--- config.mk ---
export PLATFORM = sky130hd
export DESIGN_NAME = cfs_edge_detect_multi
export DESIGN_NICKNAME = d
export VERILOG_FILES = /design/src/rtl/cfs_edge_detect_multi.sv
export SDC_FILE = /design/constraint.sdc
export NUM_CORES = 1
export LEC_CHECK = 0
export BUFFER_PORTS_ARGS = -buffer_cell sky130_fd_sc_hd__buf_2
export CAP_MARGIN = 20
export CORE_MARGIN = 8
export CORE_UTILIZATION = 54
export CTS_CLUSTER_DIAMETER = 30
export DETAILED_ROUTE_END_ITERATION = 8
export PLACE_DENSITY = 0.8
export SLEW_MARGIN = 20
export SYNTH_ARGS = -nofsm -noshare
export SYNTH_HDL_FRONTEND = slang
export SYNTH_SLANG_ARGS = --single-unit
--- constraint.sdc ---
create_clock -name clk -period 1.8 [get_ports clk]
set_input_delay 0.18 -clock clk [delete_from_list [all_inputs] [get_ports clk]]
set_output_delay 0.18 -clock clk [all_outputs]
set_load 0.02 [all_outputs]
--- src/rtl/cfs_edge_detect_multi.sv ---
// cfs_edge_detect_multi
//   Multi-channel edge detector for asynchronous or noisy level inputs.
//   Each channel runs through an optional synchroniser and a glitch filter.
//   An edge-mode select then turns accepted level changes into one-cycle
//   detect pulses. Sticky pending/overflow flags are write-1-to-clear.
//   Masked pending flags are ORed into a single interrupt.
//
// Ports
//   clk       : clock, all logic on the rising edge
//   reset_n   : asynchronous, active-low reset
//   data      : [N_CH]   raw channel inputs
//   edge_sel  : [2*N_CH] per-channel mode, bits [2i+1:2i]
//               (00 off, 01 rising, 10 falling, 11 both)
//   filt_len  : [FILT_W] extra stable cycles before a level change is accepted
//   irq_en    : [N_CH]   per-channel interrupt mask
//   clr       : [N_CH]   write-1-to-clear for pending and overflow
//   detected  : [N_CH]   one-cycle pulse per accepted qualifying edge
//   pending   : [N_CH]   sticky edge-seen flag
//   overflow  : [N_CH]   sticky flag, edge seen while pending was already set
//   irq       : OR of pending & irq_en
module cfs_edge_detect_multi #(
  parameter int              N_CH        = 4,
  parameter int              SYNC_STAGES = 2,
  parameter int              FILT_W      = 4,
  parameter logic [N_CH-1:0] RST_VAL     = '0
) (
  input  logic                clk,
  input  logic                reset_n,
  input  logic [N_CH-1:0]     data,
  input  logic [2*N_CH-1:0]   edge_sel,
  input  logic [FILT_W-1:0]   filt_len,
  input  logic [N_CH-1:0]     irq_en,
  input  logic [N_CH-1:0]     clr,
  output logic [N_CH-1:0]     detected,
  output logic [N_CH-1:0]     pending,
  output logic [N_CH-1:0]     overflow,
  output logic                irq
);

  // Synchronised view of the inputs seen by the filter.
  logic [N_CH-1:0] s;

  // The synchroniser resets to RST_VAL so that an input already sitting at
  // its idle level does not look like an edge once reset is released.
  generate
    if (SYNC_STAGES == 0) begin : g_bypass
      assign s = data;
    end else begin : g_sync
      logic [N_CH-1:0] sync_q [SYNC_STAGES];

      always_ff @(posedge clk or negedge reset_n) begin
        if (!reset_n) begin
          for (int k = 0; k < SYNC_STAGES; k++) begin
            sync_q[k] <= RST_VAL;
          end
        end else begin
          sync_q[0] <= data;
          for (int k = 1; k < SYNC_STAGES; k++) begin
            sync_q[k] <= sync_q[k-1];
          end
        end
      end

      assign s = sync_q[SYNC_STAGES-1];
    end
  endgenerate

  // Filter state: accepted level plus a count of how long s has disagreed.
  logic [N_CH-1:0]   flt;
  logic [FILT_W-1:0] cnt [N_CH];
  logic [N_CH-1:0]   accept;
  logic [N_CH-1:0]   det_next;

  // A change is accepted once the disagreement has already lasted filt_len
  // cycles. The >= compare means a filt_len lowered mid-count accepts on the
  // next cycle instead of stalling. The counter never passes filt_len.
  always_comb begin
    accept   = '0;
    det_next = '0;
    for (int i = 0; i < N_CH; i++) begin
      accept[i]   = (s[i] != flt[i]) && (cnt[i] >= filt_len);
      det_next[i] = accept[i] &
                    ((s[i] & edge_sel[2*i]) | (~s[i] & edge_sel[2*i+1]));
    end
  end

  // Filter registers: restart the count whenever s agrees with the
  // accepted level, so short glitches leave no trace.
  always_ff @(posedge clk or negedge reset_n) begin
    if (!reset_n) begin
      flt <= RST_VAL;
      for (int i = 0; i < N_CH; i++) begin
        cnt[i] <= '0;
      end
    end else begin
      for (int i = 0; i < N_CH; i++) begin
        if (s[i] == flt[i]) begin
          cnt[i] <= '0;
        end else if (accept[i]) begin
          flt[i] <= s[i];
          cnt[i] <= '0;
        end else begin
          cnt[i] <= cnt[i] + 1'b1;
        end
      end
    end
  end

  // Detect pulse and sticky flags. A detection arriving in the same cycle
  // as its clear wins on pending, and is not counted as an overflow
  // because the clear consumed the earlier event.
  always_ff @(posedge clk or negedge reset_n) begin
    if (!reset_n) begin
      detected <= '0;
      pending  <= '0;
      overflow <= '0;
    end else begin
      detected <= det_next;
      pending  <= (pending & ~clr) | detected;
      overflow <= (overflow & ~clr) | (detected & pending & ~clr);
    end
  end

  assign irq = |(pending & irq_en);

endmodule

* Word-level counts from Yosys, hierarchy flattened *
Cells that the tools add are included.

word-level totals
  register bits = 40
  output and inout port bits = 13
  logic and storage cells = 78
  input bits = 26

cells by class
  equality and inequality tests = 8
  muxes and demuxes = 8
  bitwise logic cells = 32
  reductions and logical operators = 9
  $add $sub $neg = 4
  magnitude comparators = 4

operator list
  operator               number
  $mux W4                8
  $and A4 B4 Y4          5
  $add A4 B1 Y4 const B  4
  $ge A4 B4 Y1           4
  $and A1 B1 Y1          12
  $not A1 Y1             8
  $or A4 B4 Y4           2
  $reduce_and A2 Y1      4
  $eq A1 B1 Y1           4
  $logic_and A1 B1 Y1    4
  $ne A1 B1 Y1           4
  $not A4 Y4             1
  $or A1 B1 Y1           4
  $reduce_or A4 Y1       1

* Longest topological paths before layout *
Gate-level depths: netlist of the first run.

  depth in word-level cells = 4
  mapped depth = 6
  gate-level depth less buffers = 6

* Least setup slack after synthesis of the first run *
OpenSTA, ideal clock, no wires.

  kind = reg-to-reg
  start point = reg cnt[12] (netlist name)
  end point = reg flt[0]
  buffers on the path = 0
  setup time = 127 ps
  data required time = 1,673 ps
  setup slack = 122 ps
  arrival = 1,551 ps
  period minus slack after synthesis = 1,678 ps
  cell stages (with the launch flop) = 7
  cells stage by stage = dfrtp_1 > inv_1 > ha_1 > nand2b_4 > a2111oi_4 > nor2_2 > mux2_1

on the way
  word-level cells in the longest chain between the ends = 3

ends and longest elaborated chain
  what                               RTL line  RTL
  from (decl)                        70        logic [FILT_W-1:0] cnt [N_CH];
  from (signal, indexed assignment)  103       cnt[i] <= cnt[i] + 1'b1;
  $ge A4 B4 Y1                       81        accept[i] = (s[i] != flt[i]) && (cnt[i] >= filt_len);
  $logic_and A1 B1 Y1                81
  $reduce_and A2 Y1 (no line)        -
  to (signal, indexed assignment)    100       flt[i] <= s[i];
  to (decl)                          69        logic [N_CH-1:0] flt;

No other way between the ends.
A chain may end at the register's enable or synchronous reset.

* Worst setup path after layout of the first run *
Ends and elaborated chain as after synthesis.

==> flow_metrics.env, run 1 <==
export IMPL_status="finished clean"
export IMPL_relSlewSlack_pct=68.35
export IMPL_p_total_w=0.002819
export IMPL_r2r_end="flt[0]"
export IMPL_start_util_pct=54.90
export IMPL_rows=22
export IMPL_io_pins=39
export IMPL_area_growth_pct=24.52
export IMPL_cts_tree="built"
export IMPL_internal_power_w=0.001896
export IMPL_grt_pass1_vias=1415
export IMPL_yosys_area_share_xor_xnor_pct=5.350
export IMPL_ys_warn_count=0
export IMPL_end_kind="flop"
export IMPL_ant_nets=0
export IMPL_synth_edf_count=0
export IMPL_cp_data_required_time_ns=2.03
export IMPL_core_area_um2=3578
export IMPL_final_nets=275
export IMPL_grt_pass1_wl_mm=6.134
export IMPL_first_pass_iters=4
export IMPL_slew_viol_final=0
export IMPL_synth_area_leaders="dfrtp_1 51%, ha_1 13%, a2111oi_4 5.6%"
export IMPL_synth_most_common_cell="dfrtp_1"
export IMPL_finalSetupViolations=0
export IMPL_finalCritPeriodShare_pct=95.28
export IMPL_tightest_slew_ns=0.4747
export IMPL_fp_dieH_um=76.32
export IMPL_reg2reg_slack_ns=0.09
export IMPL_synthFlopType="dfrtp_1"
export IMPL_critPathLaunchType="flop"
export IMPL_synth_adder_area_share_pct=12.74
export IMPL_fillers=273
export IMPL_routedWlPerCell_um=12.86
export IMPL_die_w_um=76.32
export IMPL_syn_area_um2=1964
export IMPL_synth_compound_area_share_pct=12.80
export IMPL_grtUsageTotal_pct=12.74
export IMPL_p_per_area_nw_per_um2=1152
export IMPL_io_buffers=38
export IMPL_rsz0062_at_grt="no"
export IMPL_cts_buffer_depth=2
export IMPL_hold_viol_final=0
export IMPL_leakage_nw=1.312
export IMPL_regToRegStartpoint="cnt[12]"
export IMPL_wl_mm=3.576
export IMPL_multi_input_area_um2=895.9
export IMPL_die_area_um2=5824
export IMPL_timing_hold_ws_ns=0.1290
export IMPL_critPathLaunch="cnt[12]"
export IMPL_ir_drop_mv=0.7056
export IMPL_cts_sinks=40
export IMPL_vias=1356
export IMPL_root_buffer="clkbuf_4"
export IMPL_post_route_drc_count=0
export IMPL_design_area_um2=2446
export IMPL_diodes=0
export IMPL_finalCriticalPeriod_ns=1.715
export IMPL_p_sw_share_pct=32.74
export IMPL_avgSynthCellArea_um2=11.69
export IMPL_clk_latency_ns=0.35
export IMPL_postLayoutCoreUtil_pct=68.36
export IMPL_detailed_place_area_um2=2250
export IMPL_muxShareOfSynthArea_pct=2.293
export IMPL_cp_max_fo=4
export IMPL_power_share_clock_pct=20.3
export IMPL_hpwl_mm=2.713
export IMPL_whs_path_depth=3
export IMPL_synth_top_cell_area_share_pct=50.96
export IMPL_seqCellArea_um2=1001
export IMPL_crit_end="flt[0]"
export IMPL_p_switching_w=0.0009228
export IMPL_async_flop_share_pct=100.0
export IMPL_seqPwrFrac_pct=43.2
export IMPL_r2r_cells=6
export IMPL_place_congestion=0.7979
export IMPL_antenna_found_initial=0
export IMPL_grt_max_degree=22
export IMPL_synth_common_cells="40 x dfrtp_1, 28 x nor2_1, 20 x ha_1"
export IMPL_cts_max_level=2
export IMPL_ys_seq_area_share_pct=50.96
export IMPL_synth_top_area_cell="dfrtp_1"
export IMPL_combPwrFrac_pct=36.5
export IMPL_skew_ns=0.01596
export IMPL_synth_distinct_cells=21
export IMPL_hold_path_class="input pin to flop"
export IMPL_synth_top_family_by_area="compound AO/OA/AOI/OAI gates"
export IMPL_grt_overflow=0
export IMPL_vias_per_cell=4.878
export IMPL_cp_arrival_ns=1.95
export IMPL_ys_seq_elements=40
export IMPL_worst_setup_path_type="flop to flop"
export IMPL_drive_above_1_share_pct=27.39
export IMPL_drt_iter0_markers=91
export IMPL_syn_nets=214
export IMPL_fin_tns_setup_ns=0
export IMPL_syn_inst=168
export IMPL_path_clk_slew_ns=0.11
export IMPL_yosys_area_share_simple_pct=12.42
export IMPL_cts_buffers=5
export IMPL_fmax_ghz=0.5831
export IMPL_drv_cap=0
## cell families (layout without fill, tap and decap cells)
family                     Yosys count  in the layout
DFF                                 40             40
buffers and inverters               18             80
and+or+nand+nor                     48             48
muxes                                4              4
AOI/OAI and AO/OA                   26             26
xor gates and xnor gates            12             12
adders and majority gates           20             20
## worst min-delay path by stage
stage | slack, ns | from | endpoint
5_1_grt | 0.13 | edge_sel[3] | detected[1]
6_report | 0.13 | edge_sel[3] | detected[1]
2_1_floorplan | -0.12 | reset_n | cnt[0]
4_1_cts | 0.12 | edge_sel[3] | detected[1]
3_3_place_gp | 0.17 | reset_n | g_sync.sync_q[6]
3_5_place_dp | 0.17 | reset_n | g_sync.sync_q[6]
## flip-flops by register name (all words and copies together) (netlist names)
register       cells
cnt               16
overflow           4
detected           4
pending            4
g_sync.sync_q      4
flt                4
s                  4
## final cells by class
type	count	share of cell area [%]
multi-input combinational	110	36.62
clock buffer	6	1.688
sequential	40	40.92
inverter	18	2.762
timing repair buffer	54	14.12
tap	48	2.455
clock inverter	2	1.432
## what timing repair did
action | CTS | global route
buffers inserted | 0 | 4
hold buffers | 9 | 0
endpoints found under the hold margin | 28 | 0
gates resized for setup | 0 | 3
endpoints found under the setup margin | 0 | 20
## power by group through the flow
stage / combinational [W] / sequential (W) / clock (W)
5_1_grt: 0.00115 / 0.00124 / 0.000627
4_1_cts: 0.000970 / 0.00122 / 0.000592
3_3_place_gp: 0.000919 / 0.00122 / 0
2_1_floorplan: 0.000687 / 0.00124 / 0
3_5_place_dp: 0.000947 / 0.00123 / 0
6_report: 0.00103 / 0.00122 / 0.000572
## metrics by stage
step           worst slack (ns)  std cells
2_1_floorplan            0.1217        168
3_3_place_gp            0.08713        257
3_5_place_dp            0.03583        257
4_1_cts                 0.01831        274
5_1_grt                0.002107        278
6_report                0.08501        278
## layout by cell type, fill, tap and decap left out, types with 4 or more instances in the layout
cell and count:
a21oi_1 4, a2111oi_4 4, ha_1 20, inv_1 18, xnor2_1 4, dlygate4sd3_1 9
clkbuf_4 5, nand2b_4 4, a21o_1 4, dfrtp_1 40, nand3_1 4, nand2_1 4
o21a_1 4, nor2_1 28, buf_4 6, mux2_1 4, xor2_1 8, buf_2 38
## worst max-delay path, cell delays in order (launching register included)
cell and delay (ns):
dfrtp_1 0.40, inv_1 0.06, ha_1 0.27, nand2b_4 0.15
a2111oi_4 0.35, nor2_2 0.07, mux2_1 0.31
## per-layer routing
metal  track usage, %  wire length [um]
met3            5.778               260
met5                0                 0
met4            4.038                44
met1            14.17              1621
met2            21.17              1651
No activity file was read; power rests on OpenSTA's default activity.
==> inputs of run 2 (changes only) <==
- HOLD_SLACK_MARGIN: default -> 0.15
- PLACE_DENSITY: 0.8 -> 0.78
==> flow_metrics.env, run 2 (synthesis gave the netlist of run 1 again) <==
export IMPL_io_buffers=38
export IMPL_ant_nets=0
export IMPL_diodes=0
export IMPL_post_route_drc_count=0
export IMPL_status="finished clean"
export IMPL_rows=22
export IMPL_path_clk_slew_ns=0.11
export IMPL_core_area_um2=3578
export IMPL_drt_iter0_markers=67
export IMPL_grtUsageTotal_pct=13.79
export IMPL_vias=1393
export IMPL_slew_viol_final=0
export IMPL_cp_max_fo=3
export IMPL_final_common_cell="dfrtp_1"
export IMPL_layout_setup_ws_ns=0.08312
export IMPL_first_pass_iters=4
export IMPL_cp_arrival_ns=1.95
export IMPL_grt_pass1_wl_mm=6.699
export IMPL_hp_start="edge_sel[1]"
export IMPL_slowest_delay_ns=0.46
export IMPL_top_register="cnt"
export IMPL_hold_path_class="input pin to flop"
export IMPL_end_kind="flop"
export IMPL_clk_latency_ns=0.34
export IMPL_die_w_um=76.32
export IMPL_worst_setup_path_type="flop to flop"
export IMPL_drv_cap=0
export IMPL_pre_cts_slack_ns=0.03095
export IMPL_hold_viol_final=0
export IMPL_skew_ns=0.004771
export IMPL_finalCritPeriodShare_pct=95.38
export IMPL_fmax_ghz=0.5825
export IMPL_crit_slowest_cell="a2111oi_4"
export IMPL_place_congestion=0.8229
export IMPL_finalCriticalPeriod_ns=1.717
export IMPL_relSlewSlack_pct=65.16
export IMPL_tightest_slew_ns=0.5172
export IMPL_layout_common_cells="40 x dfrtp_1, 38 x buf_2, 28 x nor2_1"
export IMPL_p_per_area_nw_per_um2=1171
export IMPL_wl_mm=3.771
export IMPL_largest_reg_flops=16
export IMPL_start_util_pct=54.90
export IMPL_grt_max_degree=22
export IMPL_design_area_um2=2495
export IMPL_root_buffer="clkbuf_4"
export IMPL_critPathLaunchType="flop"
export IMPL_final_nets=278
export IMPL_cp_data_required_time_ns=2.03
export IMPL_critPathLaunch="cnt[5]"
export IMPL_drive_above_1_share_pct=27.47
export IMPL_die_area_um2=5824
export IMPL_leakage_nw=1.334
export IMPL_io_pins=39
export IMPL_cts_tree="built"
export IMPL_cts_buffers=5
export IMPL_cts_sinks=40
export IMPL_grt_pass1_vias=1520
export IMPL_regToRegStartpoint="cnt[5]"
export IMPL_grt_overflow=0
export IMPL_rsz0062_at_grt="no"
export IMPL_ir_drop_mv=0.6864
export IMPL_critPathBufInv=0
export IMPL_antenna_found_initial=0
export IMPL_cts_buffer_depth=2
export IMPL_crit_family="compound AO/OA/AOI/OAI gates"
export IMPL_routedWlPerCell_um=13.42
export IMPL_timing_hold_ws_ns=0.1635
export IMPL_vias_per_cell=4.957
export IMPL_path_cells="ha_1 > a2111oi_4 > nor2_2 > mux2_1"
export IMPL_fin_tns_setup_ns=0
export IMPL_hpwl_mm=2.756
export IMPL_finalSetupViolations=0
export IMPL_area_growth_pct=27.01
export IMPL_cts_max_level=2
export IMPL_detailed_place_area_um2=2250
export IMPL_fp_dieH_um=76.32
==> run 2: cell count changes in the layout (fill, tap and decap cells not counted) <==
| cell | delta |
|---|---|
| dlygate4sd3_1 | +3 |
| clkbuf_8 | +2 |
| clkbuf_1 | -1 |
| clkinv_2 | -1 |
==> run 2: per-layer routing <==
metal  up-vias  global-route usage [%]  routed length (um)
met1       653                   15.71                1663
met4         0                   4.808                  55
met3         7                   4.599                 231
met2        35                   23.48                1821
li1        698                       -                   -
met5         -                       0                   0
==> run 2: layout make-up <==
class / instances / area [um^2]
Multi-Input combinational cell: 110 / 895.9
Clock inverter: 1 / 30.03
Tap cell: 48 / 60.06
Timing Repair Buffer: 57 / 375.4
Fill cell: 275 / 1084
Sequential cell: 40 / 1001
Inverter: 18 / 67.56
Clock buffer: 7 / 65.06
==> run 2: repair_timing <==
item                                    in CTS  in global routing
hold buffers                                12                  0
pin swaps                                    0                  4
resized for setup                            0                  3
hold endpoints to repair                    54                  0
buffers inserted                             1                  3
endpoints found under the setup margin       2                 20
==> run 2: power breakdown <==
| part | total (W) | switching, W | internal [W] |
|---|---|---|---|
| clock network | 0.000662 | 0.000293 | 0.000369 |
| registers | 0.00120 | 0.000141 | 0.00106 |
| logic | 0.00106 | 0.000508 | 0.000548 |
| total | 0.00292 | 0.000942 | 0.00198 |
==> run 2: stage by stage <==
stage / instances / util (%) / power (W)
floorplan: 168 / - / 0.001924
global placement: 257 / 62.87 / 0.002142
detailed placement: 257 / 62.87 / 0.002176
CTS: 278 / 69.09 / 0.002885
global route: 281 / 69.72 / 0.003136
finish: 281 / 69.72 / 0.002923
==> run 2: final timing paths <==
check	endpoint	slack [ns]	cells past startpoint
worst max-delay path	flt[2]	0.08	4
worst max register to register	flt[2]	0.08	4
worst min-delay path	detected[0]	0.16	3
worst min register to register	s[0]	0.36	0
min in group asynchronous	pending[3]	0.29	2
max in group asynchronous	cnt[6]	1.04	3
==> run 2: worst reg2reg max path, cell delays in order, from the launching register on <==
cell and delay [ns]:
dfrtp_1 0.42, ha_1 0.34, a2111oi_4 0.46, nor2_2 0.08
mux2_1 0.31
